`src/rtl/lcd_video_out.sv`:
```
`default_nettype none
// ============================================================================
// Module   : lcd_video_out
// Desc     : Delays LCD timing by DLY cycles and aligns frame-buffer pixels to
//            the delayed de through a skid FIFO. The optional colour-bar source
//            is enabled by the macro LCD_TEST_PATTERN_EN.
// Revision : 1.0 - initial release
// ============================================================================
module lcd_video_out #(
    parameter int                DATA_W     = 16,
    parameter int                DLY        = 5,
    parameter int                FIFO_DEPTH = 8,
    parameter logic [DATA_W-1:0] FILL_COLOR = 16'h0000,
    parameter int                H_RES      = 480
) (
    input  logic              video_clk,
    input  logic              rst_n,
    input  logic              i_vs,
    input  logic              i_hs,
    input  logic              i_de,
    input  logic              i_den,
    input  logic [DATA_W-1:0] i_data,
`ifdef LCD_TEST_PATTERN_EN
    input  logic              i_pattern_sel,
`endif
    output logic              o_lcd_vs,
    output logic              o_lcd_hs,
    output logic              o_lcd_de,
    output logic [4:0]        o_lcd_r,
    output logic [5:0]        o_lcd_g,
    output logic [4:0]        o_lcd_b,
    output logic [15:0]       o_underflow_cnt,
    output logic [15:0]       o_frame_cnt,
    output logic              o_ovf_err
);

    localparam int c_addr_w = $clog2(FIFO_DEPTH);
    localparam int c_cnt_w  = c_addr_w + 1;

    generate
        if (DLY < 2 || DLY > 15 || FIFO_DEPTH < 4 || FIFO_DEPTH > 32 || H_RES < 8) begin : g_bad_cfg
            $error("lcd_video_out: illegal parameter set");
        end
    endgenerate

    typedef enum logic [0:0] {ST_IDLE = 1'b0, ST_RUN = 1'b1} state_t;
    state_t r_state;

    // Stages 0..DLY-2 live here; the output registers form stage DLY-1.
    logic [DLY-2:0] r_vs_sr, r_hs_sr, r_de_sr;

    logic [DATA_W-1:0]   r_mem [FIFO_DEPTH];
    logic [c_addr_w-1:0] r_wr_ptr, r_rd_ptr;
    logic [c_cnt_w-1:0]  r_count;
    logic [15:0]         r_pixel;

    logic w_vs_tap, w_hs_tap, w_de_tap, w_vs_rise, w_run;
    logic w_rd, w_wr, w_empty, w_full, w_bypass, w_push, w_pop, w_ovf, w_under;
    logic w_pat_on;
    logic [DATA_W-1:0] w_fifo_pix;
    logic [15:0]       w_pix;

    assign w_vs_tap  = r_vs_sr[DLY-2];
    assign w_hs_tap  = r_hs_sr[DLY-2];
    assign w_de_tap  = r_de_sr[DLY-2];
    assign w_vs_rise = w_vs_tap & ~o_lcd_vs;
    assign w_run     = (r_state == ST_RUN);

    assign w_rd     = w_run & w_de_tap;
    assign w_wr     = w_run & i_den;
    assign w_empty  = (r_count == '0);
    assign w_full   = (r_count == c_cnt_w'(FIFO_DEPTH));
    assign w_bypass = w_rd & w_wr & w_empty;
    assign w_push   = w_wr & ~w_bypass & (~w_full | w_rd) & ~w_vs_rise;
    assign w_pop    = w_rd & ~w_empty;
    assign w_ovf    = w_wr & w_full & ~w_rd;
    assign w_under  = w_rd & w_empty & ~w_wr & ~w_pat_on;

    assign w_fifo_pix = w_empty ? (w_wr ? i_data : FILL_COLOR) : r_mem[r_rd_ptr];

`ifdef LCD_TEST_PATTERN_EN
    localparam int c_bar_w = H_RES / 8;

    logic [10:0] r_pix_cnt;
    logic [10:0] w_bar_q;
    logic [2:0]  w_bar_idx;
    logic [15:0] w_bar_color;

    // Counter equals the index of the pixel being read; it rests at 0 outside de.
    always_ff @(posedge video_clk or negedge rst_n) begin
        if (!rst_n) begin
            r_pix_cnt <= '0;
        end else if (w_de_tap) begin
            r_pix_cnt <= r_pix_cnt + 11'd1;
        end else begin
            r_pix_cnt <= '0;
        end
    end

    assign w_bar_q   = r_pix_cnt / 11'(c_bar_w);
    assign w_bar_idx = (w_bar_q > 11'd7) ? 3'd7 : w_bar_q[2:0];

    always_comb begin
        w_bar_color = 16'h0000;
        case (w_bar_idx)
            3'd0:    w_bar_color = 16'hFFFF;
            3'd1:    w_bar_color = 16'hFFE0;
            3'd2:    w_bar_color = 16'h07FF;
            3'd3:    w_bar_color = 16'h07E0;
            3'd4:    w_bar_color = 16'hF81F;
            3'd5:    w_bar_color = 16'hF800;
            3'd6:    w_bar_color = 16'h001F;
            default: w_bar_color = 16'h0000;
        endcase
    end

    assign w_pat_on = i_pattern_sel;
    assign w_pix    = w_pat_on ? w_bar_color : w_fifo_pix[15:0];
`else
    assign w_pat_on = 1'b0;
    assign w_pix    = w_fifo_pix[15:0];
`endif

    always_ff @(posedge video_clk or negedge rst_n) begin
        if (!rst_n) begin
            r_state     <= ST_IDLE;
            o_frame_cnt <= '0;
            o_ovf_err   <= 1'b0;
        end else if (w_vs_rise) begin
            r_state     <= ST_RUN;
            o_frame_cnt <= o_frame_cnt + 16'd1;
            o_ovf_err   <= 1'b0;
        end else if (w_ovf) begin
            o_ovf_err   <= 1'b1;
        end
    end

    always_ff @(posedge video_clk or negedge rst_n) begin
        if (!rst_n) begin
            r_vs_sr  <= '0;
            r_hs_sr  <= '0;
            r_de_sr  <= '0;
            o_lcd_vs <= 1'b0;
            o_lcd_hs <= 1'b0;
            o_lcd_de <= 1'b0;
        end else begin
            r_vs_sr[0] <= i_vs;
            r_hs_sr[0] <= i_hs;
            r_de_sr[0] <= i_de;
            for (int k = 1; k <= DLY - 2; k++) begin
                r_vs_sr[k] <= r_vs_sr[k-1];
                r_hs_sr[k] <= r_hs_sr[k-1];
                r_de_sr[k] <= r_de_sr[k-1];
            end
            o_lcd_vs <= w_vs_tap;
            o_lcd_hs <= w_hs_tap;
            o_lcd_de <= w_rd;
        end
    end

    always_ff @(posedge video_clk or negedge rst_n) begin
        if (!rst_n) begin
            r_wr_ptr <= '0;
            r_rd_ptr <= '0;
            r_count  <= '0;
        end else if (w_vs_rise) begin
            r_wr_ptr <= '0;
            r_rd_ptr <= '0;
            r_count  <= '0;
        end else begin
            if (w_push) r_wr_ptr <= r_wr_ptr + 1'b1;
            if (w_pop)  r_rd_ptr <= r_rd_ptr + 1'b1;
            case ({w_push, w_pop})
                2'b10:   r_count <= r_count + 1'b1;
                2'b01:   r_count <= r_count - 1'b1;
                default: r_count <= r_count;
            endcase
        end
    end

    always_ff @(posedge video_clk) begin
        if (w_push) r_mem[r_wr_ptr] <= i_data;
    end

    always_ff @(posedge video_clk or negedge rst_n) begin
        if (!rst_n) begin
            r_pixel         <= '0;
            o_underflow_cnt <= '0;
        end else begin
            r_pixel <= w_rd ? w_pix : 16'h0000;
            if (w_under && o_underflow_cnt != 16'hFFFF) begin
                o_underflow_cnt <= o_underflow_cnt + 16'd1;
            end
        end
    end

    assign o_lcd_r = r_pixel[15:11];
    assign o_lcd_g = r_pixel[10:5];
    assign o_lcd_b = r_pixel[4:0];

endmodule
`default_nettype wire
```
`config.mk`:
```
export PLATFORM = sky130hd
export DESIGN_NAME = lcd_video_out
export DESIGN_NICKNAME = d
export VERILOG_FILES = /design/src/rtl/lcd_video_out.sv
export SDC_FILE = /design/constraint.sdc
export NUM_CORES = 1
export LEC_CHECK = 0
export CORE_MARGIN = 2
export CORE_UTILIZATION = 57
export CTS_CLUSTER_SIZE = 14
export DETAILED_ROUTE_END_ITERATION = 12
export GPL_TIMING_DRIVEN = 0
export PLACE_DENSITY = 0.79
export SLEW_MARGIN = 20
export SYNTH_ARGS = -nofsm -noshare
export SYNTH_HDL_FRONTEND = slang
export SYNTH_SLANG_ARGS = --single-unit
```
`constraint.sdc`:
```
create_clock -name video_clk -period 8.2 [get_ports video_clk]
set_clock_uncertainty 0.1 [all_clocks]
set_input_delay 1.64 -clock video_clk [delete_from_list [all_inputs] [get_ports video_clk]]
set_output_delay 1.64 -clock video_clk [all_outputs]
set_load 0.01 [all_outputs]
```
==> summary.md <==
The minimum period implied by the final worst setup slack came out at 3910 ps. The later pin in the worst-skew pair is clocked with a latency of 480 ps. The final count of pins violating max slew came out at 0. The number of setup buffers added after CTS was 0. Sequential cells were found to cover 72.0% of the synthesized design area.

The tools report the count of H-tree levels built during CTS as 1. The row count is 43, and the ratio of routed vias to standard cells is 5.86. The cell family contributing the most delay on the critical path is simple AND/OR/NAND/NOR gates. The share of synthesized cell area in and, or, nand and nor gates works out to 7.12%. The slowest cell on the critical path was sky130_fd_sc_hd__nor2_2. The count of hold buffers inserted by post-cts repair came out at 0. The logs give 10.1 mm for the sum of net half-perimeters after detailed placement and 0 for the total of max-cap violations. Dividing the detail-routed wire length by the instance count gives 20.2 um. The tools report the startpoint of the worst-slack reg-to-reg timing path as r_count[1]. The tools report the type of origin of the critical path as an input pin.

The first detailed-routing pass took 5 iterations. The logs give 0.194 mV for the worst voltage drop across the vdd grid and 47 for the maximum number of pins on one net before global-route repair. Counting tap cells, the placed design contains a total of 731 instances.

In this run the standard cell core region covers 13800 um2. For the pin with the worst max-slew slack, the measured transition is 921 ps. The net count after synthesis is 495. Measured along the x axis, the die boundary spans 122 um. Summing the areas of all compound-gate instances in the mapped netlist gives 3.01% of the synthesized area.

The number of antenna violations at the first check in global routing was 0. For the post-cts gate resize count, the log shows 0. Dividing the synthesized area by the synthesized cell count gives 17.0 um2. TritonCTS built the clock tree. Data on the critical path arrives at its endpoint at 3990 ps. The number of inserted diodes came out at 0. For the count of routing violations after the opening detailed-route iteration, the log shows 282. The flow ran to the end, and the final reports show no timing, DRC or antenna violations. The number of enable-type register cells in the synthesized netlist came out at 128. The largest single stage delay on the critical path is 560 ps. For the final routed database, the setup TNS stands at 0 ps. The flop-to-flop setup slack is 5090 ps, and the post-synthesis mux area share is 11.7%. The tools report the start point of the worst min-delay path as r_vs_sr[2]. The synthesized netlist devotes 3.86% of its cell area to XOR and XNOR gates. The number of placed I/O pins was 74; the power per standard cell area was 307 nW/um2. The clock root buffer was sky130_fd_sc_hd__clkbuf_16.

Traced cell by cell, the critical path runs through clkdlybuf4s50_1, nand2_1, a21oi_1, nand3_1, nor2_2, buf_8. Kind of path behind the tightest hold check: flop to flop. The layout-stage area growth over the synthesis result is 22.9%.

The count of buffer and inverter cells on the critical path is 2, and the die extent in y is 122 um. For this design, the sink count on the clock tree is 203. Setup violations remaining at the end of the flow were counted as 0. The required time reported for the critical path endpoint was 8280 ps. The clock passes through at most 3 buffers. The clock buffer count from CTS is 21, and the final worst-path cycle share is 47.6%. The tools report the net count of the finished layout as 602. The worst pin sits at a relative slew slack of 38.6%. The detailed router placed 4503 vias in this run. The final weighted congestion of routability-driven global placement was 0.806. The number of synthesis warnings was 0. Clock-pin slew was measured on the worst setup and hold paths at 60 ps. Synthesis produced a netlist whose cell count is 467.

The async set-reset flop share out of synthesis is 36.9%, and the leakage power is 3.52 nW. The number of endpoints with negative hold slack in the final report is 0. Number of global-route vias before repair: 4430.

Port buffering added 73 buffers. The most used flip-flop cell after synthesis is sky130_fd_sc_hd__edfxtp_1. The run gives 14900 um2 as the full die area.

The number of standard cells in the final layout excluding fillers is 768, and the adder-cell share of the synthesized area is 0.945%. In this run the worst path has a maximum fanout of 10. Main combinational cell family by area after synthesis: multiplexers. The routed design has 15.5 mm of wire. The first global-routing pass estimated 24.3 mm of wire.

The synthesized design contains 203 register bits. The worst setup path is captured at a flop. After global routing the overflow that remains totals 0. In this run the worst setup path begins at i_den. In this run the cell area of the synthesized design comes to 7950 um2. Setup repair after global routing left no endpoint under its margin.

The tools report the power consumption as 3.00 mW. For this run, design rule violations remaining after detail routing come to 0. Yosys mapped the design onto 43 distinct sky130hd cell types. The logs give 57.7% for the effective utilization at floorplan and 0 for the number of routed nets with antenna violations. Kind of critical path: input pin to flop. For the total routing resource utilization after global routing, the log shows 21.6%.

Timing would allow up to 0.256 GHz. The fraction of layout cells with a size suffix above 1 is 16.3%.
-- worst paths after layout --
check / endpoint / depth (start not counted)
max: r_mem[3][13] / 6
min: r_vs_sr[3] / 0
max reg2reg: r_count[3] / 11
min reg2reg: r_vs_sr[3] / 0
max in group asynchronous: r_pixel[13] / 2
min in group asynchronous: o_frame_cnt[5] / 1
-- metal layers --
layer  up-vias  share of wire [%]  track usage [%]
met5         -                  0                0
met3        26                5.0             3.42
met1      2337                 43             31.0
met2       143                 50             35.1
li1       1997                  -                -
met4         0                1.9             5.68
-- area by class of cell --
class	instances	area, um2
inverter	2	7.51
sequential	203	5720
clock inverter	9	92.6
timing repair buffer	84	876
buffer	21	97.6
clock buffer	28	603
fill	900	4010
tap	180	225
multi-input combinational	241	2140
-- power breakdown --
part | internal [mW] | total [mW] | switching, mW | leakage, nW
combinational | 0.378 | 0.742 | 0.364 | 1.04
sequential | 1.23 | 1.31 | 0.0816 | 2.13
clock | 0.578 | 0.943 | 0.366 | 0.347
total | 2.19 | 3.00 | 0.811 | 3.52
-- cell usage in the layout (no fill, tap or decap), types with 17 or more instances in the layout --
cell / synthesis / routed
sky130_fd_sc_hd__clkbuf_1: 14 / 17
sky130_fd_sc_hd__clkbuf_16: 0 / 22
sky130_fd_sc_hd__clkdlybuf4s50_1: 0 / 72
sky130_fd_sc_hd__dfrtp_1: 75 / 75
sky130_fd_sc_hd__edfxtp_1: 128 / 128
sky130_fd_sc_hd__mux2i_1: 19 / 19
sky130_fd_sc_hd__mux4_2: 32 / 32
sky130_fd_sc_hd__nand2_1: 33 / 33
sky130_fd_sc_hd__o21ai_0: 19 / 19
sky130_fd_sc_hd__xnor2_1: 28 / 28
-- state kept, by name, indices dropped and copies added, names as in the netlist --
register	count
r_mem	128
o_frame_cnt	16
o_underflow_cnt	16
r_pixel	16
r_count	4
r_de_sr	4
r_hs_sr	4
r_vs_sr	4
r_rd_ptr	3
r_wr_ptr	3
o_lcd_de	1
o_lcd_hs	1
o_lcd_vs	1
o_ovf_err	1
r_state	1
-- synth_stat cells, drive strengths merged, types with 4 or more instances --
library cell	number	share of area, %
edfxtp	128	48
dfrtp	75	24
nand2	33	1.6
mux4	32	9.1
xnor2	28	3.1
nor2	20	0.94
o21ai	20	1.3
mux2i	19	2.4
clkbuf	14	0.66
nand3	11	0.69
nand4	10	0.79
and3	7	0.55
buf	7	0.57
xor2	7	0.77
a21oi	6	0.38
ha	6	0.94
o211ai	6	0.57
nand2b	5	0.39
nand3b	4	0.38
nor3	4	0.25
nor4	4	0.39
-- through the flow --
stage	util, %	cell area, um2	setup slack [ps]	hold WS, ps
6_report	70.9	9770	4290	245
4_1_cts	70.9	9770	4300	245
3_3_place_gp	64.6	8900	2270	233
5_1_grt	70.9	9770	4140	249
2_1_floorplan	-	7950	4170	231
3_5_place_dp	65.9	9070	3820	235
-- kinds of logic after synthesis --
kind of cell             count (synthesis)
buffers and inverters                   23
AND/OR/NAND/NOR                        108
multiplexers                            53
adder cells (fa/ha/maj)                  6
flip-flops                             203
XOR/XNOR                                35
AO/OA/AOI/OAI                           39
Power figures use the tool's default switching activity.
